### config.mk
export PLATFORM = sky130hd
export DESIGN_NAME = stream_serializer
export DESIGN_NICKNAME = d
export VERILOG_FILES = /design/src/rtl/stream_pkg.sv /design/src/rtl/ser_beat_ctr.sv /design/src/rtl/stream_serializer.sv
export SDC_FILE = /design/constraint.sdc
export NUM_CORES = 1
export LEC_CHECK = 0
export CORE_MARGIN = 2
export CORE_UTILIZATION = 46
export DETAILED_ROUTE_END_ITERATION = 7
export PLACE_DENSITY = 0.75
export SKIP_CTS_REPAIR_TIMING = 1
export SYNTH_ARGS = -nofsm -noshare
export SYNTH_HDL_FRONTEND = slang
export SYNTH_SLANG_ARGS = --single-unit
### constraint.sdc
create_clock -name clk -period 5.9 [get_ports clk]
set_input_delay 1.18 -clock clk [delete_from_list [all_inputs] [get_ports clk]]
set_output_delay 1.18 -clock clk [all_outputs]
set_load 0.01 [all_outputs]
### src/rtl/stream_pkg.sv
`default_nettype none
// ============================================================================
// Module   : stream_pkg
// Purpose  : Shared word-stream constants, FSM state type and beat-count width
//            helper for the serializer/deserializer pair.
// Revision : 1.0 - initial release
// ============================================================================
package stream_pkg;

    localparam int WORD_W = 32;

    typedef enum logic [0:0] {
        IDLE = 1'b0,
        SEND = 1'b1
    } state_t;

    // Width of a "beats minus one" field: max(1, clog2(WORD_W/out_w))
    function automatic int nbeats_w(input int out_w);
        int n_beats;
        int width;
        n_beats = WORD_W / out_w;
        width   = 1;
        for (int i = 1; i < 6; i++) begin
            if ((1 << i) < n_beats) width = i + 1;
        end
        return width;
    endfunction

endpackage
`default_nettype wire

### src/rtl/ser_beat_ctr.sv
`default_nettype none
// ============================================================================
// Module   : ser_beat_ctr
// Purpose  : Beat position counter for the serializer; flags the last beat
//            of the word currently being sent.
// Revision : 1.0 - initial release
// ============================================================================
module ser_beat_ctr #(
    parameter int NB_W = 2
) (
    input  logic            clk,
    input  logic            rst,
    input  logic            i_load,
    input  logic            i_adv,
    input  logic [NB_W-1:0] i_nbeats,
    output logic            o_last_beat
);

    logic [NB_W-1:0] r_cnt;
    logic [NB_W-1:0] r_nb;

    always_ff @(posedge clk or posedge rst) begin
        if (rst) begin
            r_cnt <= '0;
            r_nb  <= '0;
        end else if (i_load) begin
            r_cnt <= '0;
            r_nb  <= i_nbeats;
        end else if (i_adv) begin
            r_cnt <= r_cnt + 1'b1;
        end
    end

    assign o_last_beat = (r_cnt == r_nb);

endmodule
`default_nettype wire

### src/rtl/stream_serializer.sv
`default_nettype none
// ============================================================================
// Module   : stream_serializer
// Purpose  : Splits 32-bit valid/ready words into OUT_W-bit beats with a
//            per-beat frame-last flag. Define STREAM_SER_MSB_FIRST_EN to send
//            the most significant beat first (default: LSB first).
// Revision : 1.0 - initial release
// ============================================================================
module stream_serializer
    import stream_pkg::*;
#(
    parameter  int OUT_W = 8,
    localparam int NB_W  = nbeats_w(OUT_W)
) (
    input  logic              clk,
    input  logic              rst,
    input  logic              i_valid,
    output logic              o_ready,
    input  logic [31:0]       i_data,
    input  logic [NB_W-1:0]   i_nbeats,
    input  logic              i_last,
    output logic              o_valid,
    input  logic              i_ready,
    output logic [OUT_W-1:0]  o_data,
    output logic              o_last
);

    state_t            r_state;
    state_t            w_state_nxt;
    logic [WORD_W-1:0] r_sreg;
    logic              r_flag;
    logic              w_word_xfer;
    logic              w_beat_xfer;
    logic              w_last_beat;
    logic              w_load;
    logic              w_shift;
    logic [NB_W-1:0]   w_nbeats;

    // A full-width beat means every word is a single beat.
    generate
        if (OUT_W == WORD_W) begin : g_single_beat
            assign w_nbeats = i_nbeats & {NB_W{1'b0}};
        end else begin : g_multi_beat
            assign w_nbeats = i_nbeats;
        end
    endgenerate

    always_ff @(posedge clk or posedge rst) begin
        if (rst) r_state <= IDLE;
        else     r_state <= w_state_nxt;
    end

    always_comb begin
        w_state_nxt = r_state;
        case (r_state)
            IDLE:    if (w_word_xfer) w_state_nxt = SEND;
            SEND:    if (w_beat_xfer && w_last_beat && !w_word_xfer) w_state_nxt = IDLE;
            default: w_state_nxt = IDLE;
        endcase
    end

    // Ready on the final beat lets the next word reload with no bubble.
    always_comb begin
        o_valid     = (r_state == SEND);
        o_ready     = !rst && (!o_valid || (i_ready && w_last_beat));
        w_word_xfer = i_valid && o_ready;
        w_beat_xfer = o_valid && i_ready;
        w_load      = w_word_xfer;
        w_shift     = w_beat_xfer && !w_last_beat;
        o_last      = o_valid && r_flag && w_last_beat;
    end

    always_ff @(posedge clk or posedge rst) begin
        if (rst) begin
            r_sreg <= '0;
            r_flag <= 1'b0;
        end else if (w_load) begin
            r_sreg <= i_data;
            r_flag <= i_last;
        end else if (w_shift) begin
`ifdef STREAM_SER_MSB_FIRST_EN
            r_sreg <= r_sreg << OUT_W;
`else
            r_sreg <= r_sreg >> OUT_W;
`endif
        end
    end

`ifdef STREAM_SER_MSB_FIRST_EN
    assign o_data = r_sreg[WORD_W-1 -: OUT_W];
`else
    assign o_data = r_sreg[OUT_W-1:0];
`endif

    ser_beat_ctr #(
        .NB_W (NB_W)
    ) u_beat_ctr (
        .clk         (clk),
        .rst         (rst),
        .i_load      (w_load),
        .i_adv       (w_shift),
        .i_nbeats    (w_nbeats),
        .o_last_beat (w_last_beat)
    );

endmodule
`default_nettype wire
After elaboration in Yosys (flattened, before gate mapping). Cells that the tools add are included.

Bitwise operators: 1. Mux-type cells: 7. Reduce and logical (&&, ||, !) cells: 15. $add $sub $neg: 1. Equality and inequality tests: 1.

Operators by type and width (number): $mux W32 (2); $logic_and A1 B1 Y1 (9); $logic_not A1 Y1 (4); $mux W2 (2); $add A2 B1 Y2 const B (1); $eq A2 B2 Y1 (1); $mux W1 (2); $pmux W1 S2 (1); $reduce_bool A2 Y1 (1); $logic_or A1 B1 Y1 (1); $not A1 Y1 (1).

Bits of input ports: 39. Register bits: 38. Logic and storage cells: 30. Output and inout port bits: 11.

Logic depth before layout (Yosys ltp). Gate-level depths: netlist of the first run.

Depth in word-level cells: 9. Mapped depth: 6.

Cells and area by module. From an unflattened synthesis of the first run, not the netlist that was laid out.

Cells, all modules: 162. Area, all modules: 1963.1 um^2.

Modules (own cells, without submodules): stream_serializer (area each 1776.7 um^2, cells an instance 147, times used 1, sequential area each 850.8 um^2); ser_beat_ctr (area each 186.4 um^2, cells an instance 15, times used 1, sequential area each 100.1 um^2).

Least setup slack after synthesis of the first run. OpenSTA, ideal clock, no wires.

Kind: input-to-output. Start point: in rst. End point: out o_ready. Setup slack: 2.325 ns. Required time: 4.720 ns. Stages on the path: 2. Data arrival time: 2.395 ns. Cell sequence: inv_1 > and2_2.

Word-level cells in the longest chain between the ends: 2.

Ends and longest elaborated chain: start: declaration (RTL line stream_serializer.sv:16) `input logic rst,`; $logic_not A1 Y1 (no line); $logic_and A1 B1 Y1 (RTL line stream_serializer.sv:65) `o_ready = !rst && (!o_valid || (i_ready && w_last_beat));`; end: declaration (RTL line stream_serializer.sv:18) `output logic o_ready,`.

Every way passes these cells.

Worst setup path after layout of the first run.
Start point: in i_ready. End point: out o_ready.

Word-level cells in the longest chain between the ends: 3.

Ends and longest elaborated chain: start: declaration (RTL line stream_serializer.sv:23) `input logic i_ready,`; $logic_and A1 B1 Y1 (RTL line stream_serializer.sv:65); $logic_or A1 B1 Y1 (RTL line stream_serializer.sv:65); $logic_and A1 B1 Y1 (RTL line stream_serializer.sv:65).

Every way passes these cells.

==> results of run 1 <==
-- power by group through the flow --
stage	Clock, mW	Combinational [mW]	Sequential, mW
2_1_floorplan	0	0.509	0.445
3_5_place_dp	0	0.596	0.470
3_3_place_gp	0	0.572	0.459
4_1_cts	0.185	0.600	0.466
5_1_grt	0.196	0.642	0.482
6_report	0.179	0.593	0.466
-- cell families after synthesis --
kind of cell | after synthesis | share of synthesized area [%]
and+or+nand+nor | 14 | 4.52
DFF | 38 | 47.1
xor gates and xnor gates | 5 | 2.17
AOI/OAI and AO/OA | 5 | 1.98
muxes | 59 | 36.8
buffers and inverters | 18 | 7.44
-- per-layer routing --
metal,routed length (µm),global-route usage [%]
met5,0,0
met4,40,5.77
met3,171,5.19
met2,1750,24.8
met1,1520,18.6
-- worst min path at each step --
stage | depth (start not counted) | from | endpoint
6_report | 1 | r_flag | r_flag
5_1_grt | 1 | r_flag | r_flag
4_1_cts | 1 | r_flag | r_flag
3_5_place_dp | 1 | r_flag | r_flag
3_3_place_gp | 1 | r_flag | r_flag
2_1_floorplan | 1 | r_flag | r_flag
-- metrics by stage --
| stage | instance area (µm²) | std cells | power, mW |
|---|---|---|---|
| after floorplan | 2020 | 139 | 0.954 |
| after global placement | 2450 | 227 | 1.03 |
| after detailed placement | 2450 | 227 | 1.07 |
| after CTS | 2540 | 235 | 1.25 |
| after global routing | 2540 | 235 | 1.32 |
| final | 2540 | 235 | 1.24 |
-- state kept, by name, summed over array words and instances (netlist names) --
register / flops
u_beat_ctr.r_nb: 2
u_beat_ctr.r_cnt: 2
r_flag: 1
r_sreg: 32
o_valid: 1
-- placed cells by master (no fill, tap or decap) --
cell	netlist	routed
nand2_1	3	3
and2_2	1	1
inv_1	3	2
dfrtp_1	38	38
nor3_1	1	1
mux2_2	20	20
xnor2_1	3	3
o31ai_2	1	1
o21ba_1	1	1
a211oi_1	1	1
a21oi_1	2	2
clkinv_2	0	1
mux2_4	21	21
clkbuf_8	0	6
buf_4	8	2
clkbuf_1	0	1
nand3_4	1	1
xor2_1	2	2
clkdlybuf4s50_1	0	49
nor2b_1	8	8
mux2_1	18	18
clkinv_1	0	1
-- cell type report --
class	instances	area [µm²]	share of cell area, %
clock inverters	1	5.00	0.197
flip-flops and latches	38	951	37.4
inverters	3	11.3	0.443
multi-input cells	83	918	36.1
repair buffers	51	505	19.9
well taps	52	65.1	2.56
clock buffers	7	86.3	3.40
-- worst max-delay path: cells and delay by family --
kind                   cells  cell delay (ns)
buffers and inverters      3             1.07
AO/OA/AOI/OAI              1             0.42
AND/OR/NAND/NOR            1             0.24
==> flow_metrics.tcl, run 1 <==
set metrics [dict create \
    vdd_drop_max_v 0.000175 \
    p_int_uw 871 \
    n_antenna_cell 0 \
    hpwl_um 2430 \
    clk_pin_slew_ns 0.07 \
    synth_edf_count 0 \
    avgSynthCellArea_um2 14.5 \
    r2r_setup_slack_ns 3.68 \
    slew_viol_final 0 \
    pwr-share-clk_pct 14.5 \
    crit_path_top_delay_cell "clkdlybuf4s50_1" \
    yosysWarnings 0 \
    yosysMostFrequentCell "dfrtp_1" \
    critical_path_class "primary input to output port" \
    nFillCells 343 \
    drc 0 \
    crit_top_cell "clkdlybuf4s50_1" \
    worst_hold_slack_ns 0.527 \
    firstDrtPassIters 6 \
    finish.net_count 221 \
    routed_wirelength_um 3480 \
    start_kind "primary input" \
    arrival_ns 2.91 \
    finalSetupViolCount 0 \
    required_ns 4.72 \
    grt_max_degree 41 \
    die_x_um 70.3 \
    timing.critical_path.cells "clkdlybuf4s50_1 > inv_1 > o31ai_2 > and2_2 > clkdlybuf4s50_1" \
    status "finished, final reports clean" \
    htreeDepth 2 \
    antenna_found_initial 0 \
    seqPwrFrac_pct 37.6 \
    area_growth_pct 25.9 \
    worstReg2RegStart "u_beat_ctr.r_cnt[1]" \
    synth_nets 178 \
    yosys-top-cells-area "dfrtp_1 (47%), mux2_4 (16%), mux2_2 (11%)" \
    cp_max_fo 3 \
    syn_area_um2 2020 \
    synth.top_cell.area_share_pct 47.1 \
    num_vias 1174 \
    worstSetupStartpoint "i_ready" \
    synthTopCellsByCount "dfrtp_1 (38), mux2_4 (21), mux2_2 (20), mux2_1 (18)" \
    yosys.area.top_type "dfrtp_1" \
    portBuffers 49 \
    finalHoldViolations 0 \
    routedWlPerCell_um 14.8 \
    swShare_pct 29.6 \
    drive_gt1_share_pct 29.0 \
    hp-class "flip-flop to flip-flop" \
    dp_slack_ns 1.81 \
    combinationalPowerShare_pct 47.9 \
    ant_nets 0 \
    ys_types 18 \
    slowest_delay_ns 0.53 \
    die_area_um2 4940 \
    vias_per_cell 5.00 \
    rsz0062_at_grt "no" \
    numCtsBuffers 5 \
    fmax_ghz 0.245 \
    grt_overflow_total 0 \
    clock_skew_ns 0.00463 \
    switching_power_uw 367 \
    cp-endpoint "o_ready" \
    clock_latency_ns 0.28 \
    synth_seq_cells 38 \
    post-route-min-period_ns 4.09 \
    grt_pass1_vias 1268 \
    cts_buffer_depth 2 \
    rows 24 \
    slew_headroom_pct 57.8 \
    fin_util_pct 59.2 \
    dr.first_iter.drc_count 85 \
    tightest_slew_ns 0.632 \
    synth_cells 139 \
    drv_cap 0 \
    numClockSinks 38 \
    grt_pass1_wl_um 5850 \
    grt_usage_pct 15.2 \
    reg2regPathDepth 4 \
    p_leak_nw 1.16 \
    synthArstFlopShare_pct 100 \
    synth_sequential_area_ratio_pct 47.1 \
    powerDensity_nw_per_um2 487 \
    num_io_pins 50 \
    cts_root_buffer "clkbuf_8" \
    fp.coreArea_um2 4290 \
    final.period_utilization_pct 69.3 \
    gp_congestion 0.654 \
    start_util_pct 47.0 \
    tritoncts "yes" \
    worst_slack_ns 1.81 \
    r2r_end "r_sreg[23]" \
    die_h_um 70.3 \
    crit_path_end_kind "output port" \
    setup_tns_ns 0 \
    synth_ff_type "dfrtp_1" \
]
Power figures use the tool's default switching activity.
==> inputs of run 2 (changes only) <==
--- a/config.mk
+++ b/config.mk
@@ -6,7 +6,7 @@
 export NUM_CORES = 1
 export LEC_CHECK = 0
 export CORE_MARGIN = 2
-export CORE_UTILIZATION = 46
+export CORE_UTILIZATION = 44
 export DETAILED_ROUTE_END_ITERATION = 7
 export PLACE_DENSITY = 0.75
 export SKIP_CTS_REPAIR_TIMING = 1
==> constraint.sdc (replaced) <==
create_clock -name clk -period 3.43 [get_ports clk]
set_input_delay 0.686 -clock clk [delete_from_list [all_inputs] [get_ports clk]]
set_output_delay 0.686 -clock clk [all_outputs]
set_load 0.01 [all_outputs]
==> run 2 against run 1 <==
Net effect:
- highest routed layer unchanged
- largest power group unchanged
- worst hold slack improved by 0.0023 ns
- via count decreased by 2.1%
- core utilization decreased by 0.36 points
- power increased by 78%
- largest cell class unchanged
==> flow_metrics.tcl, run 2 (synthesis results as in run 1) <==
set metrics [dict create \
    swShare_pct 29.3 \
    drv_cap 0 \
    finish.net_count 222 \
    critical_path_class "primary input to output port" \
    slowest_delay_ns 0.54 \
    grt_pass1_vias 1299 \
    grt_usage_pct 15.9 \
    numCtsBuffers 5 \
    seqPwrFrac_pct 36.6 \
    r2r_setup_slack_ns 1.36 \
    clk_pin_slew_ns 0.08 \
    tightest_slew_ns 0.493 \
    largest_reg_flops 32 \
    numClockSinks 38 \
    p_leak_nw 1.18 \
    grt_max_degree 40 \
    drive_gt1_share_pct 29.9 \
    drc 0 \
    mostFrequentLayoutCell "clkdlybuf4s50_1" \
    tritoncts "yes" \
    htreeDepth 2 \
    die_x_um 71.7 \
    grt_pass1_wl_um 6240 \
    p_int_mw 1.55 \
    cts_root_buffer "clkbuf_8" \
    hp-class "flip-flop to flip-flop" \
    gp_congestion 0.854 \
    nFillCells 335 \
    post-route-min-period_ns 3.08 \
    final_cell_mix "clkdlybuf4s50_1 (49), dfrtp_1 (38), mux2_4 (21), mux2_2 (20), mux2_1 (18)" \
    hold-path-cell-count 1 \
    rsz0062_at_grt "no" \
    num_vias 1149 \
    crit_path_end_kind "output port" \
    hold_path_end "r_flag" \
    arrival_ns 2.39 \
    crit_top_cell "clkdlybuf4s50_1" \
    num_io_pins 50 \
    start_kind "primary input" \
    reg_top3 "r_sreg (32), u_beat_ctr.r_cnt (2), u_beat_ctr.r_nb (2)" \
    powerDensity_nw_per_um2 852 \
    cp_max_fo 3 \
    routedWlPerCell_um 15.3 \
    dr.first_iter.drc_count 35 \
    r2r_end "r_sreg[19]" \
    vdd_drop_max_v 0.000330 \
    slew_headroom_pct 67.1 \
    die_h_um 71.7 \
    grt_overflow_total 0 \
    portBuffers 49 \
    final.period_utilization_pct 89.8 \
    min-delay-start "r_flag" \
    pwr-share-clk_pct 16.8 \
    die_area_um2 5150 \
    vias_per_cell 4.87 \
    status "finished, final reports clean" \
    max_flop_register "r_sreg" \
    cts_buffer_depth 2 \
    fin_util_pct 58.8 \
    firstDrtPassIters 2 \
    worstReg2RegStart "u_beat_ctr.r_cnt[1]" \
    clock_skew_ns 0.00561 \
    combinationalPowerShare_pct 46.6 \
    required_ns 2.74 \
    rows 24 \
    crit_path_top_delay_cell "clkdlybuf4s50_1" \
    area_growth_pct 27.8 \
    clock_latency_ns 0.29 \
    finalHoldViolations 0 \
    fp.coreArea_um2 4380 \
    antenna_found_initial 0 \
    hpwl_um 2610 \
    routed_wirelength_um 3620 \
    slew_viol_final 0 \
    finalSetupViolCount 0 \
    setup_tns_ns 0 \
    fmax_ghz 0.325 \
    reg2regPathDepth 5 \
    timing.critical_path.cells "clkdlybuf4s50_1 > inv_1 > o31ai_2 > and2_2 > clkdlybuf4s50_1" \
    switching_power_uw 645 \
    start_util_pct 46.1 \
    n_antenna_cell 0 \
    ant_nets 0 \
]
==> run 2: routing by layer <==
layer / vias up / routed length, µm / GRT usage [%]
met1: 557 / 1630 / 20.4
li1: 558 / - / -
met2: 29 / 1770 / 25.1
met5: - / 0 / 0
met4: 0 / 48 / 5.24
met3: 5 / 175 / 5.77
==> run 2: area by class of cell <==
class,instances,area (µm²),share of cell area [%]
clock buffers,5,68.8,2.67
clock inverters,3,40.0,1.55
inverters,3,11.3,0.436
multi-input cells,83,918,35.6
flip-flops and latches,38,951,36.9
well taps,52,65.1,2.52
repair buffers,52,526,20.4
==> run 2: worst max-delay path, delay by kind of cell <==
kind,cells,cell delay (ns)
buf+inv,3,1.06
simple gates,1,0.24
compound gates,1,0.40
==> run 2: power by group through the flow <==
stage	registers (mW)	clock network (mW)	logic, mW
global route	0.839	0.408	1.10
CTS	0.804	0.379	1.04
global placement	0.796	0	0.988
floorplan	0.766	0	0.876
finish	0.804	0.370	1.03
detailed placement	0.811	0	1.04
==> run 2: through the flow <==
step / hold WS (ns) / std cells / worst slack [ns] / total power [mW] / cell area (µm²)
5_1_grt: 0.577 / 236 / 0.277 / 2.35 / 2580
3_5_place_dp: 0.508 / 228 / 0.356 / 1.85 / 2470
4_1_cts: 0.539 / 236 / 0.346 / 2.22 / 2580
2_1_floorplan: 0.482 / 139 / 0.843 / 1.64 / 2020
3_3_place_gp: 0.511 / 228 / 0.412 / 1.78 / 2470
6_report: 0.530 / 236 / 0.350 / 2.20 / 2580
==> run 2: how the worst max path moves through the flow <==
stage | start | slack (ns) | end
floorplan | rst | 0.84 | o_ready
detailed placement | i_ready | 0.36 | o_ready
CTS | i_ready | 0.35 | o_ready
global placement | i_ready | 0.41 | o_ready
global route | i_ready | 0.28 | o_ready
finish | i_ready | 0.35 | o_ready
==> inputs of run 3 (changes only) <==
--- a/config.mk
+++ b/config.mk
@@ -6,9 +6,10 @@
 export NUM_CORES = 1
 export LEC_CHECK = 0
 export CORE_MARGIN = 2
-export CORE_UTILIZATION = 44
+export CORE_UTILIZATION = 35
+export CTS_BUF_LIST = sky130_fd_sc_hd__clkbuf_8
 export DETAILED_ROUTE_END_ITERATION = 7
-export PLACE_DENSITY = 0.75
+export SETUP_SLACK_MARGIN = 0.05
 export SKIP_CTS_REPAIR_TIMING = 1
 export SYNTH_ARGS = -nofsm -noshare
 export SYNTH_HDL_FRONTEND = slang
==> run 3 against run 2 <==
Net effect:
- sequential cell count is the same
- critical endpoint unchanged
- combinational power is essentially flat
- clock power is 5% lower
- critical path type unchanged
- die area grew 24%
- worst setup slack improved by 0.043 ns
- global-route usage fell by 3.6 points
- cell count is 8.5% higher
- non-clock buffer count is the same
- worst hold slack worse by 0.0014 ns
==> flow_metrics.tcl, run 3 (synthesis results as in run 1) <==
set metrics [dict create \
    cts_buffer_depth 2 \
    status "finished, final reports clean" \
    hp-class "flip-flop to flip-flop" \
    area_growth_pct 29.1 \
    place_inst 248 \
    tightest_slew_ns 0.489 \
    post-route-min-period_ns 3.04 \
    dp_slack_ns 0.387 \
    num_vias 1159 \
    dr.first_iter.drc_count 57 \
    finish.net_count 222 \
    crit_family "buffers and inverters" \
    drc 0 \
    placed_area_um2 2500 \
    clock_skew_ns 0.00380 \
    die_x_um 80.0 \
    route.met3.wl_um 164 \
    finalHoldViolations 0 \
    slew_viol_final 0 \
    slowest_delay_ns 0.53 \
    timing.critical_path.cells "clkdlybuf4s50_1 > inv_1 > o31ai_2 > and2_2 > clkdlybuf4s50_1" \
    firstDrtPassIters 4 \
    hpwl_um 2540 \
    num_io_pins 50 \
    vdd_drop_max_v 0.000331 \
    htreeDepth 2 \
    start_util_pct 36.4 \
    drive_gt1_share_pct 29.9 \
    reg_top3 "r_sreg (32), u_beat_ctr.r_cnt (2), u_beat_ctr.r_nb (2)" \
    final_cell_mix "clkdlybuf4s50_1 (49), dfrtp_1 (38), mux2_4 (21), mux2_2 (20), mux2_1 (18)" \
    cts_root_buffer "clkbuf_8" \
    p_leak_nw 1.17 \
    worstSetupStartpoint "i_ready" \
    arrival_ns 2.35 \
    grt_pass1_wl_um 5970 \
    clk_pin_slew_ns 0.07 \
    setup_tns_ns 0 \
    nFillCells 509 \
    die_area_um2 6390 \
    numClockSinks 38 \
    final_cell_area_um2 2610 \
    rsz0062_at_grt "no" \
    crit_top_cell "clkdlybuf4s50_1" \
    grt_pass1_vias 1210 \
    fin_util_pct 47.0 \
    grt_overflow_total 0 \
    rows 27 \
    worst-path-buf-inv 3 \
    seq_area_um2 951 \
    worst_hold_slack_ns 0.528 \
    wl_met1_um 1680 \
    fmax_ghz 0.329 \
    numCtsBuffers 5 \
    die_h_um 80.0 \
    critical_path_class "primary input to output port" \
    powerDensity_nw_per_um2 832 \
    grt_usage_pct 12.3 \
    required_ns 2.74 \
    final.period_utilization_pct 88.6 \
    finalSetupViolCount 0 \
    min-delay-start "r_flag" \
    n_antenna_cell 0 \
    cp_max_fo 3 \
    gp_congestion 0.749 \
    grt_max_degree 39 \
    slew_headroom_pct 67.4 \
    routed_wirelength_um 3640 \
    mostFrequentLayoutCell "clkdlybuf4s50_1" \
    wl_met2_um 1730 \
    worst_slack_ns 0.392 \
    multiInputGateArea_um2 918 \
    top_layer_used "met4" \
    max_flop_register "r_sreg" \
    crit_path_top_delay_cell "clkdlybuf4s50_1" \
    largest_reg_flops 32 \
    final_cell_count_no_fill 256 \
    start_kind "primary input" \
    ant_nets 0 \
    report.power.total_mw 2.17 \
    crit_path_end_kind "output port" \
    drv_cap 0 \
    portBuffers 49 \
    tritoncts "yes" \
    worstReg2RegStart "u_beat_ctr.r_cnt[1]" \
    clock_latency_ns 0.29 \
    antenna_found_initial 0 \
    fp.coreArea_um2 5540 \
    vias_per_cell 4.53 \
    routedWlPerCell_um 14.2 \
]
==> run 3: cell types whose count changed in the layout (fill, tap and decap cells not counted), sizes merged <==
cell	change
clkbuf	+3
bufinv	-1
clkinv	-2
==> run 3: per-layer routing <==
layer	up-vias	GRT usage (%)
li1	557	-
met1	569	15.7
met2	27	19.7
met3	6	3.51
met4	0	4.58
met5	-	0
==> run 3: path summary, 6_finish.rpt <==
path                         endpoint  slack, ns  depth (start not counted)
setup / recovery              o_ready       0.39                          5
max in group asynchronous  r_sreg[14]       2.17                          3
setup reg to reg           r_sreg[26]       1.36                          5
hold reg to reg                r_flag       0.53                          1
min in group asynchronous  r_sreg[16]       0.91                          3
hold / removal                 r_flag       0.53                          1
==> run 3: power breakdown <==
part	internal, mW	switching [mW]	total [mW]	leakage, nW
Clock	0.203	0.150	0.353	0.0575
Combinational	0.667	0.354	1.02	0.652
Sequential	0.673	0.121	0.795	0.466
Total	1.54	0.626	2.17	1.17
==> run 3: layout make-up <==
type,count,share of cell area [%]
clock buffer,8,4.22
inverter,3,0.432
multi-input combinational,83,35.2
sequential,38,36.5
tap,72,3.46
timing repair buffer,52,20.2
